$ cat src/rtl/pe_feed_ctrl_pkg.sv
// ============================================================================
// pe_feed_ctrl_pkg : shared types, widths and helpers for the PE feed controller
// Revision: 1.0
// ============================================================================
`default_nettype none

`ifndef CNN_XLEN
`define CNN_XLEN 8
`endif
`ifndef ADDR_B
`define ADDR_B 2
`endif
`ifndef ICP_NUM
`define ICP_NUM 4
`endif
`ifndef SD
`define SD
`endif

package pe_feed_ctrl_pkg;

    localparam int DATA_WID  = `CNN_XLEN;
    localparam int ADDR_B    = `ADDR_B;
    localparam int MUL_NUM   = `ICP_NUM;
    localparam int RUN_B     = 16;
    localparam int DRAIN_CYC = 3;
    localparam int LANE_W    = (MUL_NUM > 1) ? $clog2(MUL_NUM) : 1;

    typedef enum logic [1:0] {
        PE_INVALID = 2'd0,
        PE_LOAD    = 2'd1,
        PE_COMPUTE = 2'd2,
        PE_LAST    = 2'd3
    } PE_STATE;

    typedef enum logic [1:0] {
        FS_IDLE  = 2'd0,
        FS_LOAD  = 2'd1,
        FS_RUN   = 2'd2,
        FS_DRAIN = 2'd3
    } FEED_STATE;

    typedef struct packed {
        PE_STATE                       PE_state;
        logic [MUL_NUM-1:0]            wrb;
        logic [ADDR_B-1:0]             wrb_addr;
        logic [DATA_WID-1:0]           wrb_data;
        logic [ADDR_B-1:0]             rdb_addr;
        logic [MUL_NUM*DATA_WID-1:0]   A;
    } PE_IN_PACKET;

    function automatic logic [MUL_NUM-1:0] lane_onehot(input logic [LANE_W-1:0] lane);
        logic [MUL_NUM-1:0] oh;
        oh       = '0;
        oh[lane] = 1'b1;
        return oh;
    endfunction

endpackage

`default_nettype wire

$ cat src/rtl/pe_feed_if.sv
// ============================================================================
// pe_feed_if : weight/activation streams and the PE input packet bus
// Revision: 1.0
// ============================================================================
`default_nettype none

interface pe_feed_if;
    import pe_feed_ctrl_pkg::*;

    logic                          wt_valid;
    logic [DATA_WID-1:0]           wt_data;
    logic                          wt_ready;
    logic                          act_valid;
    logic [MUL_NUM*DATA_WID-1:0]   act_data;
    logic                          act_ready;
    PE_IN_PACKET                   pe_in_pk;

    // master: the feed controller producing packets
    modport master (
        input  wt_valid,
        input  wt_data,
        input  act_valid,
        input  act_data,
        output wt_ready,
        output act_ready,
        output pe_in_pk
    );

    modport slave (
        output wt_valid,
        output wt_data,
        output act_valid,
        output act_data,
        input  wt_ready,
        input  act_ready,
        input  pe_in_pk
    );

endinterface

`default_nettype wire

$ cat src/rtl/pe_feed_ctrl_addr_gen.sv
// ============================================================================
// pe_feed_addr_gen : lane/address counters for LOAD and read-address wrap for RUN
// Revision: 1.0
// ============================================================================
`default_nettype none

module pe_feed_addr_gen
    import pe_feed_ctrl_pkg::*;
(
    input  wire logic                 clk,
    input  wire logic                 reset,
    input  wire logic                 clear,
    input  wire logic                 wt_fire,
    input  wire logic                 act_fire,
    input  wire logic [ADDR_B:0]      num_w,
    output      logic [LANE_W-1:0]    lane_cnt,
    output      logic [ADDR_B-1:0]    wr_addr,
    output      logic [ADDR_B-1:0]    rd_cnt,
    output      logic                 wt_last
);

    localparam logic [LANE_W-1:0] LANE_ONE = LANE_W'(1);
    localparam logic [LANE_W-1:0] LANE_MAX = LANE_W'(MUL_NUM - 1);
    localparam logic [ADDR_B:0]   ADDR_ONE = (ADDR_B + 1)'(1);
    localparam logic [ADDR_B-1:0] RD_ONE   = ADDR_B'(1);

    logic [ADDR_B:0] addr_cnt;
    logic            lane_wrap;
    logic            addr_last;
    logic            rd_wrap;

    // addr_cnt is one bit wider so a full-depth load (num_w = 2**ADDR_B) compares cleanly
    assign lane_wrap = (lane_cnt == LANE_MAX);
    assign addr_last = (addr_cnt == (num_w - ADDR_ONE));
    assign rd_wrap   = ({1'b0, rd_cnt} == (num_w - ADDR_ONE));
    assign wt_last   = wt_fire & lane_wrap & addr_last;
    assign wr_addr   = addr_cnt[ADDR_B-1:0];

    always_ff @(posedge clk or negedge reset) begin
        if (!reset) begin
            lane_cnt <= `SD '0;
            addr_cnt <= `SD '0;
            rd_cnt   <= `SD '0;
        end else if (clear) begin
            lane_cnt <= `SD '0;
            addr_cnt <= `SD '0;
            rd_cnt   <= `SD '0;
        end else begin
            if (wt_fire) begin
                if (lane_wrap) begin
                    lane_cnt <= `SD '0;
                    addr_cnt <= `SD addr_cnt + ADDR_ONE;
                end else begin
                    lane_cnt <= `SD lane_cnt + LANE_ONE;
                end
            end
            if (act_fire) begin
                rd_cnt <= `SD rd_wrap ? '0 : (rd_cnt + RD_ONE);
            end
        end
    end

endmodule

`default_nettype wire

$ cat src/rtl/pe_feed_ctrl.sv
// ============================================================================
// pe_feed_ctrl : LOAD/RUN/DRAIN producer of PE_IN_PACKET beats for the lane array
// Optional perf counters (stall_cnt, load_cyc) under PE_FEED_PERF_CNT_EN. Revision: 1.0
// ============================================================================
`default_nettype none

module pe_feed_ctrl
    import pe_feed_ctrl_pkg::*;
(
    input  wire logic                 clk,
    input  wire logic                 reset,
    input  wire logic                 start,
    input  wire logic [ADDR_B:0]      num_w,
    input  wire logic [RUN_B-1:0]     run_len,
    pe_feed_if.master                 bus,
    output      logic                 busy,
    output      logic                 done
`ifdef PE_FEED_PERF_CNT_EN
    ,
    output      logic [31:0]          stall_cnt,
    output      logic [31:0]          load_cyc
`endif
);

    localparam logic [1:0] ST_IDLE  = FS_IDLE;
    localparam logic [1:0] ST_LOAD  = FS_LOAD;
    localparam logic [1:0] ST_RUN   = FS_RUN;
    localparam logic [1:0] ST_DRAIN = FS_DRAIN;

    localparam int             DR_W    = (DRAIN_CYC > 1) ? $clog2(DRAIN_CYC) : 1;
    localparam logic [DR_W-1:0] DR_LAST = DR_W'(DRAIN_CYC - 1);
    localparam logic [DR_W-1:0] DR_ONE  = DR_W'(1);
    localparam logic [RUN_B-1:0] RUN_ONE = RUN_B'(1);

    logic [1:0]         state;
    logic [ADDR_B:0]    num_w_q;
    logic [RUN_B-1:0]   run_len_q;
    logic [RUN_B-1:0]   run_cnt;
    logic [DR_W-1:0]    drain_cnt;
    PE_IN_PACKET        pk;

    logic [LANE_W-1:0]  lane_cnt;
    logic [ADDR_B-1:0]  wr_addr;
    logic [ADDR_B-1:0]  rd_cnt;
    logic               wt_last;
    logic               wt_fire;
    logic               act_fire;
    logic               act_last;
    logic               start_go;

    // Readies decode straight from the state register so they drop on the transition edge
    assign bus.wt_ready  = (state == ST_LOAD);
    assign bus.act_ready = (state == ST_RUN);
    assign busy          = (state != ST_IDLE);
    assign bus.pe_in_pk  = pk;

    assign wt_fire  = bus.wt_valid  & bus.wt_ready;
    assign act_fire = bus.act_valid & bus.act_ready;
    assign act_last = act_fire & (run_cnt == (run_len_q - RUN_ONE));
    assign start_go = (state == ST_IDLE) & start;

    pe_feed_addr_gen u_addr_gen (
        .clk      (clk),
        .reset    (reset),
        .clear    (start_go),
        .wt_fire  (wt_fire),
        .act_fire (act_fire),
        .num_w    (num_w_q),
        .lane_cnt (lane_cnt),
        .wr_addr  (wr_addr),
        .rd_cnt   (rd_cnt),
        .wt_last  (wt_last)
    );

    always_ff @(posedge clk or negedge reset) begin
        if (!reset) begin
            state     <= `SD ST_IDLE;
            num_w_q   <= `SD '0;
            run_len_q <= `SD '0;
            run_cnt   <= `SD '0;
            drain_cnt <= `SD '0;
            done      <= `SD 1'b0;
        end else begin
            done <= `SD 1'b0;
            case (state)
                ST_IDLE: begin
                    if (start) begin
                        num_w_q   <= `SD num_w;
                        run_len_q <= `SD run_len;
                        run_cnt   <= `SD '0;
                        drain_cnt <= `SD '0;
                        // An empty job still walks DRAIN so done timing is uniform
                        if ((num_w == '0) || (run_len == '0)) begin
                            state <= `SD ST_DRAIN;
                        end else begin
                            state <= `SD ST_LOAD;
                        end
                    end
                end
                ST_LOAD: begin
                    if (wt_last) begin
                        state <= `SD ST_RUN;
                    end
                end
                ST_RUN: begin
                    if (act_fire) begin
                        run_cnt <= `SD run_cnt + RUN_ONE;
                        if (act_last) begin
                            state     <= `SD ST_DRAIN;
                            drain_cnt <= `SD '0;
                        end
                    end
                end
                ST_DRAIN: begin
                    if (drain_cnt == DR_LAST) begin
                        state     <= `SD ST_IDLE;
                        drain_cnt <= `SD '0;
                        done      <= `SD 1'b1;
                    end else begin
                        drain_cnt <= `SD drain_cnt + DR_ONE;
                    end
                end
                default: begin
                    state <= `SD ST_IDLE;
                end
            endcase
        end
    end

    // Data fields hold between beats; only the tag and write strobes fall back to idle
    always_ff @(posedge clk or negedge reset) begin
        if (!reset) begin
            pk <= `SD '0;
        end else begin
            pk.PE_state <= `SD PE_INVALID;
            pk.wrb      <= `SD '0;
            if (wt_fire) begin
                pk.PE_state <= `SD PE_LOAD;
                pk.wrb      <= `SD lane_onehot(lane_cnt);
                pk.wrb_addr <= `SD wr_addr;
                pk.wrb_data <= `SD bus.wt_data;
            end else if (act_fire) begin
                pk.PE_state <= `SD act_last ? PE_LAST : PE_COMPUTE;
                pk.rdb_addr <= `SD rd_cnt;
                pk.A        <= `SD bus.act_data;
            end
        end
    end

`ifdef PE_FEED_PERF_CNT_EN
    always_ff @(posedge clk or negedge reset) begin
        if (!reset) begin
            stall_cnt <= `SD '0;
            load_cyc  <= `SD '0;
        end else if (start_go) begin
            stall_cnt <= `SD '0;
            load_cyc  <= `SD '0;
        end else begin
            if ((state == ST_RUN) && !bus.act_valid && (stall_cnt != '1)) begin
                stall_cnt <= `SD stall_cnt + 32'd1;
            end
            if ((state == ST_LOAD) && (load_cyc != '1)) begin
                load_cyc <= `SD load_cyc + 32'd1;
            end
        end
    end
`endif

endmodule

`default_nettype wire

$ cat src/flat_wrapper.sv
// flat-port wrapper written by rule: the top's interface ports become plain ports
module pe_feed_ctrl_flat import pe_feed_ctrl_pkg::*;
  (clk, reset, start, num_w, run_len, busy, done, bus_wt_valid, bus_wt_data, bus_act_valid, bus_act_data, bus_wt_ready, bus_act_ready, bus_pe_in_pk);
  pe_feed_if bus_i ();
  input  wire logic clk;
  input  wire logic reset;
  input  wire logic start;
  input  wire logic [ADDR_B:0] num_w;
  input  wire logic [RUN_B-1:0] run_len;
  output      logic busy;
  output      logic done;
  input wire logic [$bits(bus_i.wt_valid)-1:0] bus_wt_valid;
  input wire logic [$bits(bus_i.wt_data)-1:0] bus_wt_data;
  input wire logic [$bits(bus_i.act_valid)-1:0] bus_act_valid;
  input wire logic [$bits(bus_i.act_data)-1:0] bus_act_data;
  output wire logic [$bits(bus_i.wt_ready)-1:0] bus_wt_ready;
  output wire logic [$bits(bus_i.act_ready)-1:0] bus_act_ready;
  output wire logic [$bits(bus_i.pe_in_pk)-1:0] bus_pe_in_pk;
  assign bus_i.wt_valid = bus_wt_valid;
  assign bus_i.wt_data = bus_wt_data;
  assign bus_i.act_valid = bus_act_valid;
  assign bus_i.act_data = bus_act_data;
  assign bus_wt_ready = bus_i.wt_ready;
  assign bus_act_ready = bus_i.act_ready;
  assign bus_pe_in_pk = bus_i.pe_in_pk;
  pe_feed_ctrl u_core (.clk(clk), .reset(reset), .start(start), .num_w(num_w), .run_len(run_len), .bus(bus_i), .busy(busy), .done(done));
endmodule
$ cat config.mk
export PLATFORM = sky130hd
export DESIGN_NAME = pe_feed_ctrl_flat
export DESIGN_NICKNAME = d
export VERILOG_FILES = /design/src/rtl/pe_feed_ctrl_pkg.sv /design/src/rtl/pe_feed_if.sv /design/src/rtl/pe_feed_ctrl_addr_gen.sv /design/src/rtl/pe_feed_ctrl.sv /design/src/flat_wrapper.sv
export SDC_FILE = /design/constraint.sdc
export NUM_CORES = 1
export LEC_CHECK = 0
export CORE_UTILIZATION = 30
export DETAILED_ROUTE_END_ITERATION = 16
export GPL_TIMING_DRIVEN = 0
export PLACE_DENSITY_LB_ADDON = 0.25
export SYNTH_ARGS = -nofsm -noshare
export SYNTH_HDL_FRONTEND = slang
export SYNTH_HIERARCHICAL = 1
export SYNTH_SLANG_ARGS = --single-unit
$ cat constraint.sdc
create_clock -name clk -period 2.6 [get_ports clk]
set_clock_uncertainty 0.1 [all_clocks]
set_input_delay 0.52 -clock clk [delete_from_list [all_inputs] [get_ports clk]]
set_output_delay 0.52 -clock clk [all_outputs]
set_load 0.03 [all_outputs]
**Word-level counts from Yosys, hierarchy flattened**

Cells that the tools add are included.

- Flip-flop bits (word level): 97
- Output and inout port bits: 54
- Logic and storage cells: 93

- Add/sub/neg operators: 7
- $lt $le $gt $ge: 2
- Equality and inequality tests: 13
- Multiplexer cells: 32
- Bitwise operators: 7
- Reduce and logical (&&, ||, !) cells: 17

Operator list:

| kind | number |
|---|---|
| 2-bit two-way mux | 18 |
| 16-bit two-way mux | 2 |
| 16-bit one-hot mux with 2 select lines | 1 |
| 16-bit by 1-bit adder with 16-bit output (second input constant) | 1 |
| 16-bit equality test | 1 |
| 16-bit logical NOT | 1 |
| 16-bit by 1-bit subtractor with 16-bit output (second input constant) | 1 |
| 14-bit two-way mux | 1 |
| 2-bit nonzero test | 5 |
| 3-bit two-way mux | 3 |
| 2-bit equality test (second input constant) | 4 |
| 2-bit inequality test (second input constant) | 4 |
| 2-bit one-hot mux with 4 select lines | 1 |
| 2-bit by 1-bit adder with 2-bit output (second input constant) | 3 |
| 1-bit bitwise AND | 6 |
| 2-bit one-hot mux with 3 select lines | 1 |
| 2-bit AND reduction | 3 |
| 5-bit AND reduction | 1 |
| 1-bit two-way mux | 4 |
| 4-bit AND reduction | 1 |
| 3-bit by 1-bit adder with 3-bit output (second input constant) | 1 |
| 2-bit by 3-bit equality test with 1-bit output | 1 |
| 3-bit equality test | 1 |
| 3-bit logical NOT | 1 |
| other kinds (12) | 12 |

**Longest topological paths before layout**

- Depth in word-level cells: 6
- Gate-level depth with buffers: 11

**Modules after synthesis**

The synthesis kept the hierarchy.

By module, submodules not included:

| module | times used | cells an instance | area an instance (sq um) | sequential area each (sq um) |
|---|---|---|---|---|
| pe_feed_ctrl | 1 | 356 | 4215.3 | 2252.2 |
| pe_feed_addr_gen | 1 | 44 | 450.4 | 175.2 |

**Worst setup path before layout**

No wires, ideal clock.

- Path kind: register -> register
- Start point: reg u_core.state[1]
- End point: reg u_core.state[0]
- Arrival time: 2789 ps
- Required time: 2413 ps
- Setup slack: -376 ps
- Cell stages (with the launch flop): 12
- Path buffers: 1
- Path through: dfrtp_1 > inv_1 > ha_1 > nand2_1 > inv_1 > buf_1 > nand2_1 > nor4_2 > inv_1 > a221oi_1 > o21ai_0 > a22oi_1

- Word-level cells in the longest chain between the ends: 6
- Elaborated cells between the ends (all ways): 16
- Classes of those cells: eq/ne (8); mux (1); bitwise (5); reduce/logical (2)

RTL lines:

| item | RTL line | RTL |
|---|---|---|
| from (decl) | pe_feed_ctrl.sv:35 | `logic [1:0] state;` |
| from (signal assigned) | pe_feed_ctrl.sv:77 | `` state <= `SD ST_IDLE; `` |
| from (signal assigned) | pe_feed_ctrl.sv:94 | `` state <= `SD ST_DRAIN; `` |
| from (signal assigned) | pe_feed_ctrl.sv:96 | `` state <= `SD ST_LOAD; `` |
| 2-bit by 1-bit equality test with 1-bit output | pe_feed_ctrl.sv:52 | `assign bus.wt_ready = (state == ST_LOAD);` |
| net bus_wt_ready | flat_wrapper.sv:16 | `output wire logic [$bits(bus_i.wt_ready)-1:0] bus_wt_ready;` |
| 1-bit bitwise AND | pe_feed_ctrl.sv:57 | `assign wt_fire = bus.wt_valid & bus.wt_ready;` |
| net u_core.wt_fire | pe_feed_ctrl.sv:46 | `logic wt_fire;` |
| 1-bit bitwise AND (2 in a row) | pe_feed_ctrl_addr_gen.sv:36 | `assign wt_last = wt_fire & lane_wrap & addr_last;` |
| net u_core.wt_last | pe_feed_ctrl.sv:45 | `logic wt_last;` |
| 2-bit inequality test (no source line) | - |  |
| 5-bit AND reduction (no source line) | - |  |

The timed path passes the listed nets, and every way through them passes these cells.
A chain may end at the register's enable or synchronous reset.

**Worst setup path after layout**

- Start point: reg u_core.run_len_q[8]
- End point: reg u_core.drain_cnt[1]

- Word-level cells in the longest chain between the ends: 5

RTL lines:

| item | RTL line | RTL |
|---|---|---|
| from (decl) | pe_feed_ctrl.sv:37 | `logic [RUN_B-1:0] run_len_q;` |
| from (signal assigned) | pe_feed_ctrl.sv:79 | `` run_len_q <= `SD '0; `` |
| from (signal assigned) | pe_feed_ctrl.sv:89 | `` run_len_q <= `SD run_len; `` |
| 16-bit by 1-bit subtractor with 16-bit output | pe_feed_ctrl.sv:59 | `assign act_last = act_fire & (run_cnt == (run_len_q - RUN_ONE));` |
| 16-bit equality test | pe_feed_ctrl.sv:59 |  |
| 1-bit bitwise AND | pe_feed_ctrl.sv:59 |  |
| 2-bit inequality test (no source line) | - |  |
| 4-bit AND reduction (no source line) | - |  |
| to (signal assigned) | pe_feed_ctrl.sv:81 | `` drain_cnt <= `SD '0; `` |
| to (signal assigned) | pe_feed_ctrl.sv:91 | `` drain_cnt <= `SD '0; `` |
| to (signal assigned) | pe_feed_ctrl.sv:110 | `` drain_cnt <= `SD '0; `` |
| to (decl) | pe_feed_ctrl.sv:39 | `logic [DR_W-1:0] drain_cnt;` |

No other way between the ends.

==> impl_metrics.tcl <==
set metrics [dict create \
    result_of_the_run "finished with violations" \
    violations_in_the_final_reports "setup timing" \
    final.setup.tns_ns -0.714 \
    maximum_capacitance_violations 0 \
    cts_hold_buf 0 \
    nFillCells 1429 \
    setup_viol 5 \
    reported_net_switching_power_mw 3.19 \
    grt_antenna_before_repair 0 \
    worstSetupStartpoint "u_core/run_len_q[8]" \
    setup_repair_after_global_routing_missed_its_margin "yes" \
    worst-r2r-setup-slack_ns -0.20 \
    timing.critical_path.slowest_cell_delay_ns 0.48 \
    combPwrFrac 0.482 \
    critPathSlowestCell "or4b_4" \
    place_inst 705 \
    routed_wire_length_per_instance_um 15.8 \
    fraction_of_layout_instances_using_a_drive_strength_above_1 0.260 \
    final_cell_count_no_fill 738 \
    boundaryPins 118 \
    p_leak_nw 2.81 \
    syn-num-nets 474 \
    num_vias 3590 \
    worst_ep_arrival_time_ns 2.94 \
    smallest_setup_slack_after_layout_ns -0.200 \
    p_sw_frac 0.384 \
    finalPower_mw 8.30 \
    cp_data_required_time_ns 2.74 \
    clock_pin_slew_of_the_registers_on_the_worst_case_setup_and_hold_paths_ns 0.07 \
    total_non_filler_cell_area_in_the_finished_layout_mm2 0.00681 \
    netlist-cell-type-count 50 \
    ys_seq_area_frac 0.520 \
    detail_route.vias_per_cell 4.86 \
    ys_seq_elements 97 \
    buffers_plus_inverters_on_the_worst_setup_path 1 \
    place_area_mm2 0.00610 \
    timing_worst_slew_pin_value_ns 0.525 \
    most_common_cell_type_on_the_critical_path "a31oi_4" \
    min_period_over_period 1.08 \
    place.detailed.hpwl_mm 8.23 \
    crit-reg2reg-launch "u_core/run_len_q[8]" \
    grt_pass1_vias 3683 \
    path_max_fanout 3 \
    antenna_left 0 \
    global_route.overflow_total 0 \
    max_h_tree_level 3 \
    timing_hold_violations_final 0 \
    drv_slew 0 \
    critical_path.endpoint "u_core/drain_cnt[1]" \
    width_of_the_chip_um 127 \
    die-area_mm2 0.0161 \
    timing.critical_path.from_type "flip-flop" \
    yosys_warnings 6 \
    grt_max_degree 68 \
    nNetsFinal 619 \
    die_h_um 127 \
    power_report.internal_total_mw 5.11 \
    worstHoldPathType "primary input to asynchronous set/reset pin" \
    wire_length_of_the_first_global_routing_pass_mm 18.5 \
    worstPathCellList "nor2_4 -> or4b_4 -> or2_4 -> o21ai_1 -> a31oi_4 -> nor4_4 -> buf_4 -> a31oi_4 -> mux2_4" \
    tritoncts "built" \
    synthFlopType "dfrtp_1" \
    layout.core_utilization 0.448 \
    maximum_vdd_drop_mv 0.701 \
    placement_rows 45 \
    numCtsBuffers 9 \
    worst_r2r_end "u_core/drain_cnt[1]" \
    grt.total_usage 0.149 \
    netlist_instances 400 \
    critical_path.top_delay_family "simple AND/OR/NAND/NOR gates" \
    max_slew_margin 0.649 \
    antenna-diode-count 0 \
    postSynth.asyncResetShare 1.00 \
    coreArea_mm2 0.0152 \
    power.share.sequential 0.318 \
    most_common_cell_after_layout_fill_and_taps_aside "clkdlybuf4s50_1" \
    achievable-frequency_ghz 0.357 \
    synth_enable_flop_cells 0 \
    route.detailed.drc 0 \
    tritoncts_num_sinks 97 \
    numPortBuffers 116 \
    clock_power_share 0.200 \
    synthesis.area_mm2 0.00467 \
    worst_setup_end_kind "flip-flop" \
    crit_type "flip-flop to flip-flop" \
    clock_insertion_delay_worst_skew_ns 0.35 \
    layout_min_cycle_time_ns 2.80 \
    worst_slack_on_hold_paths_ns 0.00573 \
    place_congestion 0.750 \
    clk_root_buffer_cell "clkbuf_16" \
    powerDensity_mw_per_mm2 1220 \
    critical_path_depth 9 \
    worstRegToRegCells 9 \
    postSynthAreaPerCell_um2 11.7 \
    ctsLongestPathBuffers 2 \
    layout.cells.most_common_list "clkdlybuf4s50_1, dfrtp_1, mux2_2" \
    drt_wl_total_mm 11.7 \
    preCtsSetupSlack_ns -0.651 \
    drt_pass1_iterations 5 \
    dr.first_iter.drc_count 157 \
    initial_utilization 0.307 \
    flow.area_growth_from_synthesis_pct 46.0 \
]
[synth_stat cells (2+ instances only)]
cell,number,area [um^2]
a311oi_1,3,26.3
nand2b_1,6,37.5
a21oi_1,11,55.1
mux2_2,62,698
nand3_1,8,40.0
nor3_1,12,60.1
buf_1,3,11.3
dfrtp_1,97,2430
or3_1,2,12.5
and3_1,5,31.3
a311o_1,2,20.0
xnor2_1,22,193
nand4_1,4,25.0
nor2_1,36,135
nand2_1,21,78.8
buf_4,2,15.0
a31oi_1,4,25.0
clkbuf_1,7,26.3
nor4b_1,2,17.5
mux2i_1,3,30.0
nor4_2,2,25.0
o21ai_0,11,55.1
nor3b_1,3,22.5
ha_1,10,125
and2_1,2,12.5
xor2_1,15,131
mux2_1,2,22.5
inv_1,12,45.0
nand3b_1,5,37.5
nor4_1,6,37.5
[cell families (layout without fill, tap and decap cells)]
group                    Yosys count  count (layout)  synth area share
adder cells (fa/ha/maj)           10              10            0.0268
buffers and inverters             24             174            0.0209
flip-flops                        97              97             0.520
AND/OR/NAND/NOR                  126             126             0.147
AO/OA/AOI/OAI                     38              38            0.0515
XOR/XNOR                          38              38            0.0729
multiplexers                      67              67             0.161
[registers in the layout, summed over array words and instances, names as in the netlist]
register	count
u_core/run_len_q	16
u_core/u_addr_gen/rd_cnt	2
u_core/u_addr_gen/addr_cnt	3
u_core/bus.pe_in_pk	50
u_core/u_addr_gen/lane_cnt	2
u_core/done	1
u_core/state	2
u_core/num_w_q	3
u_core/drain_cnt	2
u_core/run_cnt	16
[worst reg2reg max path, stage by stage (launching register included)]
cell,delay [ns]
dfrtp_2,0.43
nor2_4,0.13
or4b_4,0.48
or2_4,0.28
o21ai_1,0.25
a31oi_4,0.14
nor4_4,0.27
buf_4,0.18
a31oi_4,0.11
mux2_4,0.32
[area by class of cell]
type,instances,area (um^2),share of cell area
Timing Repair Buffer,135,1320,0.194
Clock buffer,9,225,0.0331
Buffer,11,61.3,0.00900
Inverter,12,45.0,0.00661
Clock inverter,7,149,0.0219
Multi-Input combinational cell,279,2340,0.343
Sequential cell,97,2440,0.358
Tap cell,188,235,0.0345
[per-layer routing]
layer / global-route usage / up-vias / routed length, um
met1: 0.181 / 1788 / 5050
met2: 0.251 / 94 / 5770
met5: 0 / - / 0
met3: 0.0485 / 12 / 712
li1: - / 1696 / -
met4: 0.0441 / 0 / 123
[worst min path at each step]
stage	startpoint	end	slack (ns)
floorplan	reset	u_core/bus.pe_in_pk[0]	0.12
global placement	u_core/bus.pe_in_pk[10]	u_core/bus.pe_in_pk[10]	0.39
detailed placement	reset	u_core/run_len_q[13]	0.39
CTS	reset	u_core/run_len_q[13]	0.009
global route	reset	u_core/run_len_q[13]	0.03
finish	reset	u_core/run_len_q[13]	0.006
[timing repair]
item,4_1_cts,5_1_grt
setup endpoints to repair,34,10
pin swaps,13,4
setup buffers,10,8
gates resized for setup,35,16
[power groups by stage]
stage               clock network (mW)  logic [mW]  registers, mW
floorplan                            0        1.65           3.24
global placement                     0        3.52           2.60
detailed placement                   0        3.60           2.63
CTS                               1.71        3.91           2.63
global route                      1.76        4.28           2.73
finish                            1.66        4.00           2.64
No activity file was read; power rests on OpenSTA's default activity.
